==> config.mk <==
export PLATFORM = sky130hd
export DESIGN_NAME = sata_dma_write_sequencer_flat
export DESIGN_NICKNAME = d
export VERILOG_FILES = /design/src/rtl/sata_dma_write_sequencer_if.sv /design/src/rtl/sata_dma_write_sequencer.sv /design/src/flat_wrapper.sv
export SDC_FILE = /design/constraint.sdc
export NUM_CORES = 1
export LEC_CHECK = 0
export CORE_MARGIN = 4
export CORE_UTILIZATION = 40
export CTS_BUF_LIST = sky130_fd_sc_hd__clkbuf_8
export DETAILED_ROUTE_END_ITERATION = 8
export PLACE_DENSITY = 0.72
export SLEW_MARGIN = 20
export SYNTH_ARGS = -nofsm -noshare
export SYNTH_HDL_FRONTEND = slang
export SYNTH_SLANG_ARGS = --single-unit
==> constraint.sdc <==
create_clock -name clk -period 4.2 [get_ports clk]
set_input_delay 1.26 -clock clk [delete_from_list [all_inputs] [get_ports clk]]
set_output_delay 1.26 -clock clk [all_outputs]
set_load 0.02 [all_outputs]
==> src/rtl/sata_dma_write_sequencer_if.sv <==
// Handshake bundle between the command layer, the DMA-write sequencer and the data-FIS shaper.
// Ports: cmd_* (command in), act_* (DMA Activate), shp_*/mon_eop (shaper), abort, done_*, busy.
interface sata_dma_write_sequencer_if;
    logic        cmd_valid;
    logic [15:0] cmd_sectors;
    logic        cmd_ready;
    logic        act_valid;
    logic        act_ready;
    logic        shp_valid;
    logic [15:0] shp_count;
    logic        shp_ready;
    logic        mon_eop;
    logic        abort;
    logic        done_valid;
    logic        done_err;
    logic [16:0] done_sectors;
    logic        busy;

    modport master (
        output cmd_valid, cmd_sectors, act_valid, shp_ready, mon_eop, abort,
        input  cmd_ready, act_ready, shp_valid, shp_count,
        input  done_valid, done_err, done_sectors, busy
    );

    modport slave (
        input  cmd_valid, cmd_sectors, act_valid, shp_ready, mon_eop, abort,
        output cmd_ready, act_ready, shp_valid, shp_count,
        output done_valid, done_err, done_sectors, busy
    );
endinterface

==> src/rtl/sata_dma_write_sequencer.sv <==
// Host->device DMA-write data-phase sequencer: splits one command into bursts, one per DMA Activate.
// Ports: clk, reset (async, active-high), bus (slave side of sata_dma_write_sequencer_if).
module sata_dma_write_sequencer #(
    parameter int unsigned BURST_SECTORS = 16,
    parameter logic [31:0] ACT_TIMEOUT   = 32'd1500000
) (
    input logic                         clk,
    input logic                         reset,
    sata_dma_write_sequencer_if.slave   bus
);

    typedef enum logic [2:0] {
        IDLE,
        WAIT_ACT,
        ISSUE,
        XFER,
        DONE
    } state_t;

    localparam logic [16:0] BURST_MAX = 17'(BURST_SECTORS);

    state_t      state;
    logic [16:0] rem;
    logic [16:0] burst;
    logic [16:0] sent;
    logic [31:0] timer;
    logic        err;

    logic [16:0] next_burst;
    logic        act_expired;

    assign next_burst  = (rem < BURST_MAX) ? rem : BURST_MAX;
    assign act_expired = (ACT_TIMEOUT != 32'd0) &&
                         (timer == ACT_TIMEOUT - 32'd1);

    always_ff @(posedge clk or posedge reset) begin
        if (reset) begin
            state            <= IDLE;
            rem              <= '0;
            burst            <= '0;
            sent             <= '0;
            timer            <= '0;
            err              <= 1'b0;
            bus.cmd_ready    <= 1'b1;
            bus.act_ready    <= 1'b0;
            bus.shp_valid    <= 1'b0;
            bus.shp_count    <= '0;
            bus.done_valid   <= 1'b0;
            bus.done_err     <= 1'b0;
            bus.done_sectors <= '0;
            bus.busy         <= 1'b0;
        end else begin
            bus.done_valid <= 1'b0;
            unique case (state)
                IDLE: begin
                    if (bus.cmd_valid) begin
                        rem           <= (bus.cmd_sectors == 16'd0) ?
                                         17'd65536 : {1'b0, bus.cmd_sectors};
                        sent          <= '0;
                        err           <= 1'b0;
                        timer         <= '0;
                        state         <= WAIT_ACT;
                        bus.cmd_ready <= 1'b0;
                        bus.act_ready <= 1'b1;
                        bus.busy      <= 1'b1;
                    end
                end
                WAIT_ACT: begin
                    timer <= timer + 32'd1;
                    // abort beats act, act beats a timeout on the same cycle
                    if (bus.abort) begin
                        err           <= 1'b1;
                        state         <= DONE;
                        bus.act_ready <= 1'b0;
                    end else if (bus.act_valid) begin
                        burst         <= next_burst;
                        state         <= ISSUE;
                        bus.act_ready <= 1'b0;
                        bus.shp_valid <= 1'b1;
                        bus.shp_count <= next_burst[15:0];
                    end else if (act_expired) begin
                        err           <= 1'b1;
                        state         <= DONE;
                        bus.act_ready <= 1'b0;
                    end
                end
                ISSUE: begin
                    if (bus.abort) begin
                        err           <= 1'b1;
                        state         <= DONE;
                        bus.shp_valid <= 1'b0;
                    end else if (bus.shp_ready) begin
                        state         <= XFER;
                        bus.shp_valid <= 1'b0;
                    end
                end
                XFER: begin
                    if (bus.abort) begin
                        err   <= 1'b1;
                        state <= DONE;
                    end else if (bus.mon_eop) begin
                        sent <= sent + burst;
                        rem  <= rem - burst;
                        if (rem == burst) begin
                            state <= DONE;
                        end else begin
                            timer         <= '0;
                            state         <= WAIT_ACT;
                            bus.act_ready <= 1'b1;
                        end
                    end
                end
                DONE: begin
                    state            <= IDLE;
                    bus.cmd_ready    <= 1'b1;
                    bus.busy         <= 1'b0;
                    bus.done_valid   <= 1'b1;
                    bus.done_err     <= err;
                    bus.done_sectors <= sent;
                end
                default: begin
                    state         <= IDLE;
                    bus.cmd_ready <= 1'b1;
                    bus.act_ready <= 1'b0;
                    bus.shp_valid <= 1'b0;
                    bus.busy      <= 1'b0;
                end
            endcase
        end
    end

endmodule

==> src/flat_wrapper.sv <==
// flat-port wrapper written by rule: the top's interface ports become plain ports
module sata_dma_write_sequencer_flat 
#(
    parameter int unsigned BURST_SECTORS = 16,
    parameter logic [31:0] ACT_TIMEOUT   = 32'd1500000
)
  (clk, reset, bus_cmd_valid, bus_cmd_sectors, bus_act_valid, bus_shp_ready, bus_mon_eop, bus_abort, bus_cmd_ready, bus_act_ready, bus_shp_valid, bus_shp_count, bus_done_valid, bus_done_err, bus_done_sectors, bus_busy);
  sata_dma_write_sequencer_if bus_i ();
  input logic clk;
  input logic reset;
  input wire logic [$bits(bus_i.cmd_valid)-1:0] bus_cmd_valid;
  input wire logic [$bits(bus_i.cmd_sectors)-1:0] bus_cmd_sectors;
  input wire logic [$bits(bus_i.act_valid)-1:0] bus_act_valid;
  input wire logic [$bits(bus_i.shp_ready)-1:0] bus_shp_ready;
  input wire logic [$bits(bus_i.mon_eop)-1:0] bus_mon_eop;
  input wire logic [$bits(bus_i.abort)-1:0] bus_abort;
  output wire logic [$bits(bus_i.cmd_ready)-1:0] bus_cmd_ready;
  output wire logic [$bits(bus_i.act_ready)-1:0] bus_act_ready;
  output wire logic [$bits(bus_i.shp_valid)-1:0] bus_shp_valid;
  output wire logic [$bits(bus_i.shp_count)-1:0] bus_shp_count;
  output wire logic [$bits(bus_i.done_valid)-1:0] bus_done_valid;
  output wire logic [$bits(bus_i.done_err)-1:0] bus_done_err;
  output wire logic [$bits(bus_i.done_sectors)-1:0] bus_done_sectors;
  output wire logic [$bits(bus_i.busy)-1:0] bus_busy;
  assign bus_i.cmd_valid = bus_cmd_valid;
  assign bus_i.cmd_sectors = bus_cmd_sectors;
  assign bus_i.act_valid = bus_act_valid;
  assign bus_i.shp_ready = bus_shp_ready;
  assign bus_i.mon_eop = bus_mon_eop;
  assign bus_i.abort = bus_abort;
  assign bus_cmd_ready = bus_i.cmd_ready;
  assign bus_act_ready = bus_i.act_ready;
  assign bus_shp_valid = bus_i.shp_valid;
  assign bus_shp_count = bus_i.shp_count;
  assign bus_done_valid = bus_i.done_valid;
  assign bus_done_err = bus_i.done_err;
  assign bus_done_sectors = bus_i.done_sectors;
  assign bus_busy = bus_i.busy;
  sata_dma_write_sequencer #(.BURST_SECTORS(BURST_SECTORS), .ACT_TIMEOUT(ACT_TIMEOUT)) u_core (.clk(clk), .reset(reset), .bus(bus_i));
endmodule
; Word-level counts from Yosys, hierarchy flattened
; Cells that the tools add are included.
[op_classes]
n_addsub = 3
n_mul = 0
div = 0
order_cmp = 1
eq_ne = 18
n_shift = 0
muxes = 47
bitwise_logic = 4
reduce_logical = 17
[ops]
columns = cell, n
row1 = $mux 17, 8
row2 = $mux 32, 4
row3 = $pmux 32 s3, 1
row4 = $pmux 17 s2, 2
row5 = $add 32x1->32 const B, 1
row6 = $eq 32x21->1 const B, 1
row7 = $mux 3, 9
row8 = $add 17x17->17, 1
row9 = $eq 17x17->1, 1
row10 = $lt 17x5->1 const B, 1
row11 = $mux 1, 17
row12 = $sub 17x17->17, 1
row13 = $logic_not 16->1, 1
row14 = $ne 2x2->1 const B, 6
row15 = $pmux 3 s4, 1
row16 = $reduce_and 4->1, 3
row17 = $reduce_and 5->1, 2
row18 = $ne 3x3->1 const B, 3
row19 = $eq 3x2->1 const B, 2
row20 = $pmux 1 s3, 2
row21 = $reduce_and 6->1, 1
row22 = $reduce_bool 3->1, 2
row23 = $reduce_or 3->1, 2
row24 = $ne 4x3->1 const B, 1
row25 = other kinds (12), 17
[word_totals]
ff_bits = 126
latch_bits = 0
mem_bits_rw = 0
romBits = 0
input_bits = 23
output_inout_bits = 39
elab_cells = 104
n_memories = 0

; Longest topological paths before layout
[logic_depth]
ltp_word = 5
mapped_depth = 10

; Worst setup path before layout
; No wires, ideal clock.
[synth_path]
kind = input -> register
from = in bus_abort
to = reg u_core.sent[10]
setup_ps = 69
arrival_time_ps = 2651
path_slack_ps = 1480
stages = 7
path_cell_list = buf_2 inv_1 nand4_1 a21oi_2 nand2_1 or4_1 nand3_1
[synth_between]
elab_chain_cells = 2
[synth_lines]
columns = item, line_no
row1 = "start, declared", flat_wrapper.sv:16  ; input wire logic [$bits(bus_i.abort)-1:0] bus_abort;
row2 = $ne 2x2->1 (no source line), --
row3 = $reduce_and 4->1 (no source line), --
row4 = "end signal, assigned", sata_dma_write_sequencer.sv:102  ; sent <= sent + burst;
row5 = "end, declared", sata_dma_write_sequencer.sv:25  ; logic [16:0] sent;
; Every way passes these cells.
; A chain may end at the register's enable or synchronous reset.

; Worst setup path after layout
[layout_path]
from = in bus_abort
to = reg u_core.rem[16]
[layout_between]
elab_chain_cells = 2
[layout_lines]
columns = item, line_no
row1 = $ne 2x2->1 (no source line), --
row2 = $reduce_and 4->1 (no source line), --
row3 = "end signal, assigned", sata_dma_write_sequencer.sv:57  ; rem <= (bus.cmd_sectors == 16'd0) ?
row4 = "end signal, assigned", sata_dma_write_sequencer.sv:103  ; rem <= rem - burst;
row5 = "end, declared", sata_dma_write_sequencer.sv:23  ; logic [16:0] rem;
; Every way passes these cells.

==> flow_summary.toml <==
[floorplanning]
coreArea_sq_um = 16580
die_y_microns = 138.1
rows = 47
die_w_microns = 138.1
die_area_sq_um = 19070
initial_utilization = 0.4083
ios = 62

[layout]
final_core_util = 0.4620
seqCellArea_sq_um = 2754
syn_to_final_growth_pct = 13.18
layout-drive-gt1-share = 0.08112
final_nets = 842
final_cells = 1009
multi_input_area_sq_um = 3630
nFillCells = 1602
diodes = 0

[worst_setup_path]
start_kind = "input pin"
cp_common_cell = "nand4_1"
critPathMaxStageDelay_ps = 570
cp_data_required_time_ps = 4530
path_cells = "clkdlybuf4s50_1 > inv_1 > nand4_1 > a21o_1 > nor2_1 > nand2_1 > or4_1 > nand4_1"
cp_slowest_cell = "clkdlybuf4s50_1"
critical_path_class = "in -> reg"
cp-end-kind = "register"
arrival_ps = 3340
cp_max_fo = 14

[sta]
fin_crit_sh = 0.7171
final-setup-viol-count = 0
rsz0062_at_grt = "false"
clock_skew_ps = 9.742
finalCriticalPeriod_ps = 3012
finalSetupTns_ps = 0
worst_slew_pin_slew_ps = 924.1
max_freq_mhz = 332.0
drv_slew = 0
hold_viol = 0
worst_slew_margin_rel = 0.3832

[clock_network]
htreeDepth = 3
cts-resized-gates = 0
cts_tree = "done"
clk_pin_slew_ps = 110
cts_sinks = 110
clk_path_buf_depth = 2
cts_buffers = 9
clkLatencyLatePin_ps = 390
cts_setup_buffers = 0
ctsRootBufferMaster = "clkbuf_8"
cts_hold_buf = 0

[route]
ant_nets = 0
route.vias.total = 5732
drc_errors = 0
drtIter0Drc = 354
drtPass1Iterations = 5
wl_microns = 16330
wl_per_cell_microns = 16.19
routed_via_density = 5.681

[placed_design]
dp.cells = 993
dpl.hpwl_microns = 11780
numPortBuffers = 61
place.gp.congestion = 0.8431

[logic_synthesis]
synth_mux_area_frac = 0.03437
synth_seq_cells = 110
yosys_warnings = 0
synthXorXnorAreaFrac = 0.03105
synth-edff-count = 0
yosysTopAreaCell = "dfrtp_1"
synth_top_family_by_area = "compound AO/OA/AOI/OAI gates"
syn_area_per_cell_sq_um = 8.979
synth_nets = 812
synthCells = 754
ys_top_cells_by_area = "dfrtp_1, o21ai_0, ha_1, a21oi_1, nand2_1"
synthAdderAreaFrac = 0.06690
synth.cell_area_sq_um = 6770
synth_top_area_share = 0.4029
synthArstFlopShare = 1.000
synthFlopType = "dfrtp_1"
synthSimpleGateAreaFrac = 0.1850
synth-compound-area-share = 0.2188
ys_seq_area_frac = 0.4068
synth.distinct_cells = 69

[global_routing]
grt_first_pass_wirelength_microns = 27290
first_global_vias = 5527
grt_max_degree = 72
antenna_found_initial = 0
grt_overflow = 0
grt.total_usage = 0.1687

[pwr]
power.density_nw_per_um2 = 534.9
power_leakage_nw = 3.243
ir_worst_vdd_uv = 243.1

[run_status]
status = "completed"

[job]
cap_violations = 0

[hold_path]
hp-class = "reg -> reg"
layout make-up:
| class | count | area share |
|---|---|---|
| tap | 220 | 0.03592 |
| timing repair buffer | 72 | 0.09210 |
| clock buffer | 10 | 0.01796 |
| inverter | 24 | 0.01208 |
| sequential | 110 | 0.3594 |
| clock inverter | 6 | 0.008818 |
| multi-input combinational | 567 | 0.4737 |
stage by stage:
step	hold WS, ps	setup WS [ps]	cell area [sq um]	power (mW)
floorplan	438.9	39.35	6770	2.929
global placement	457.2	823.0	7457	3.377
detailed placement	464.2	779.9	7457	3.417
CTS	480.4	1197	7662	4.110
global route	490.7	1027	7662	4.407
finish	477.6	1188	7662	4.099
state kept, by name (all words and copies together) (netlist names):
| register | cells |
|---|---|
| u_core.burst | 2 |
| u_core.err | 1 |
| u_core.bus.done_valid | 1 |
| u_core.sent | 17 |
| u_core.bus.shp_count | 15 |
| u_core.bus.cmd_ready | 1 |
| u_core.bus.done_err | 1 |
| u_core.state | 3 |
| u_core.bus.busy | 1 |
| u_core.bus.act_ready | 1 |
| u_core.timer | 32 |
| u_core.rem | 17 |
| u_core.bus.done_sectors | 17 |
| u_core.bus.shp_valid | 1 |
power breakdown:
part           switching (mW)  leakage, nW  internal, mW
Combinational            1.15         1.67         0.833
Clock                   0.390       0.0993         0.296
Sequential              0.189         1.48          1.24
critical path: cells and delay by family:
kind / cells / cell delay [ps]
compound gates: 1 / 400
simple gates: 5 / 940
buf+inv: 2 / 740
cells in the mapped netlist (all sizes together) (2+ instances only):
library cell	instances
nor2	51
o211ai	9
nand3	28
nor4	12
buf	28
and4	3
mux2	18
a211o	2
o21bai	3
o31ai	13
o22ai	3
nand2b	2
nor3	14
o31a	3
nor2b	10
a22o	5
and2b	2
xor2	11
nand4	18
mux2i	3
and3	14
nand2	75
a21oi	58
ha	33
a31oi	17
or2	3
nor3b	3
dfrtp	109
and2	6
a211oi	11
a21o	9
clkbuf	25
o21a	9
o41ai	6
fa	2
xnor2	13
o21ai	84
or4	3
inv	23
cells by family (layout without fill, tap and decap cells):
family / Yosys count / after routing
buffers and inverters: 77 / 112
AOI/OAI and AO/OA: 240 / 240
and+or+nand+nor: 247 / 247
adders and majority gates: 35 / 35
xor gates and xnor gates: 24 / 24
muxes: 21 / 21
DFF: 110 / 110
cell usage in the layout (no fill, tap or decap), drive strengths merged, types with 5 or more instances in the layout:
master	instances
dfrtp	109
o21ai	84
nand2	75
clkdlybuf4s50	61
a21oi	58
nor2	51
ha	33
nand3	28
inv	25
nand4	18
mux2	18
a31oi	17
and3	14
nor3	14
xnor2	13
o31ai	13
nor4	12
xor2	11
a211oi	11
buf	11
nor2b	10
clkbuf	10
o211ai	9
o21a	9
a21o	9
and2	6
o41ai	6
a22o	5
path summary, 6_finish.rpt:
| path | start | to | slack, ps | cells after the start |
|---|---|---|---|---|
| worst max-delay path | bus_abort | u_core.rem[16] | 1190 | 8 |
| worst min-delay path | u_core.bus.cmd_ready | u_core.bus.cmd_ready | 480 | 2 |
| worst max register to register | u_core.bus.shp_count[0] | u_core.rem[16] | 1550 | 9 |
| worst min register to register | u_core.bus.cmd_ready | u_core.bus.cmd_ready | 480 | 2 |
| max in group asynchronous | reset | u_core.bus.cmd_ready | 2150 | 3 |
| min in group asynchronous | reset | u_core.rem[2] | 1260 | 2 |
metal layers:
layer	global-route usage	wire (microns)	up-vias
met5	0	0	-
met4	0.05252	308	0
met3	0.02659	516	18
met2	0.2875	7987	127
met1	0.2215	7520	2786
li1	-	-	2801
No activity file was read; power rests on OpenSTA's default activity.
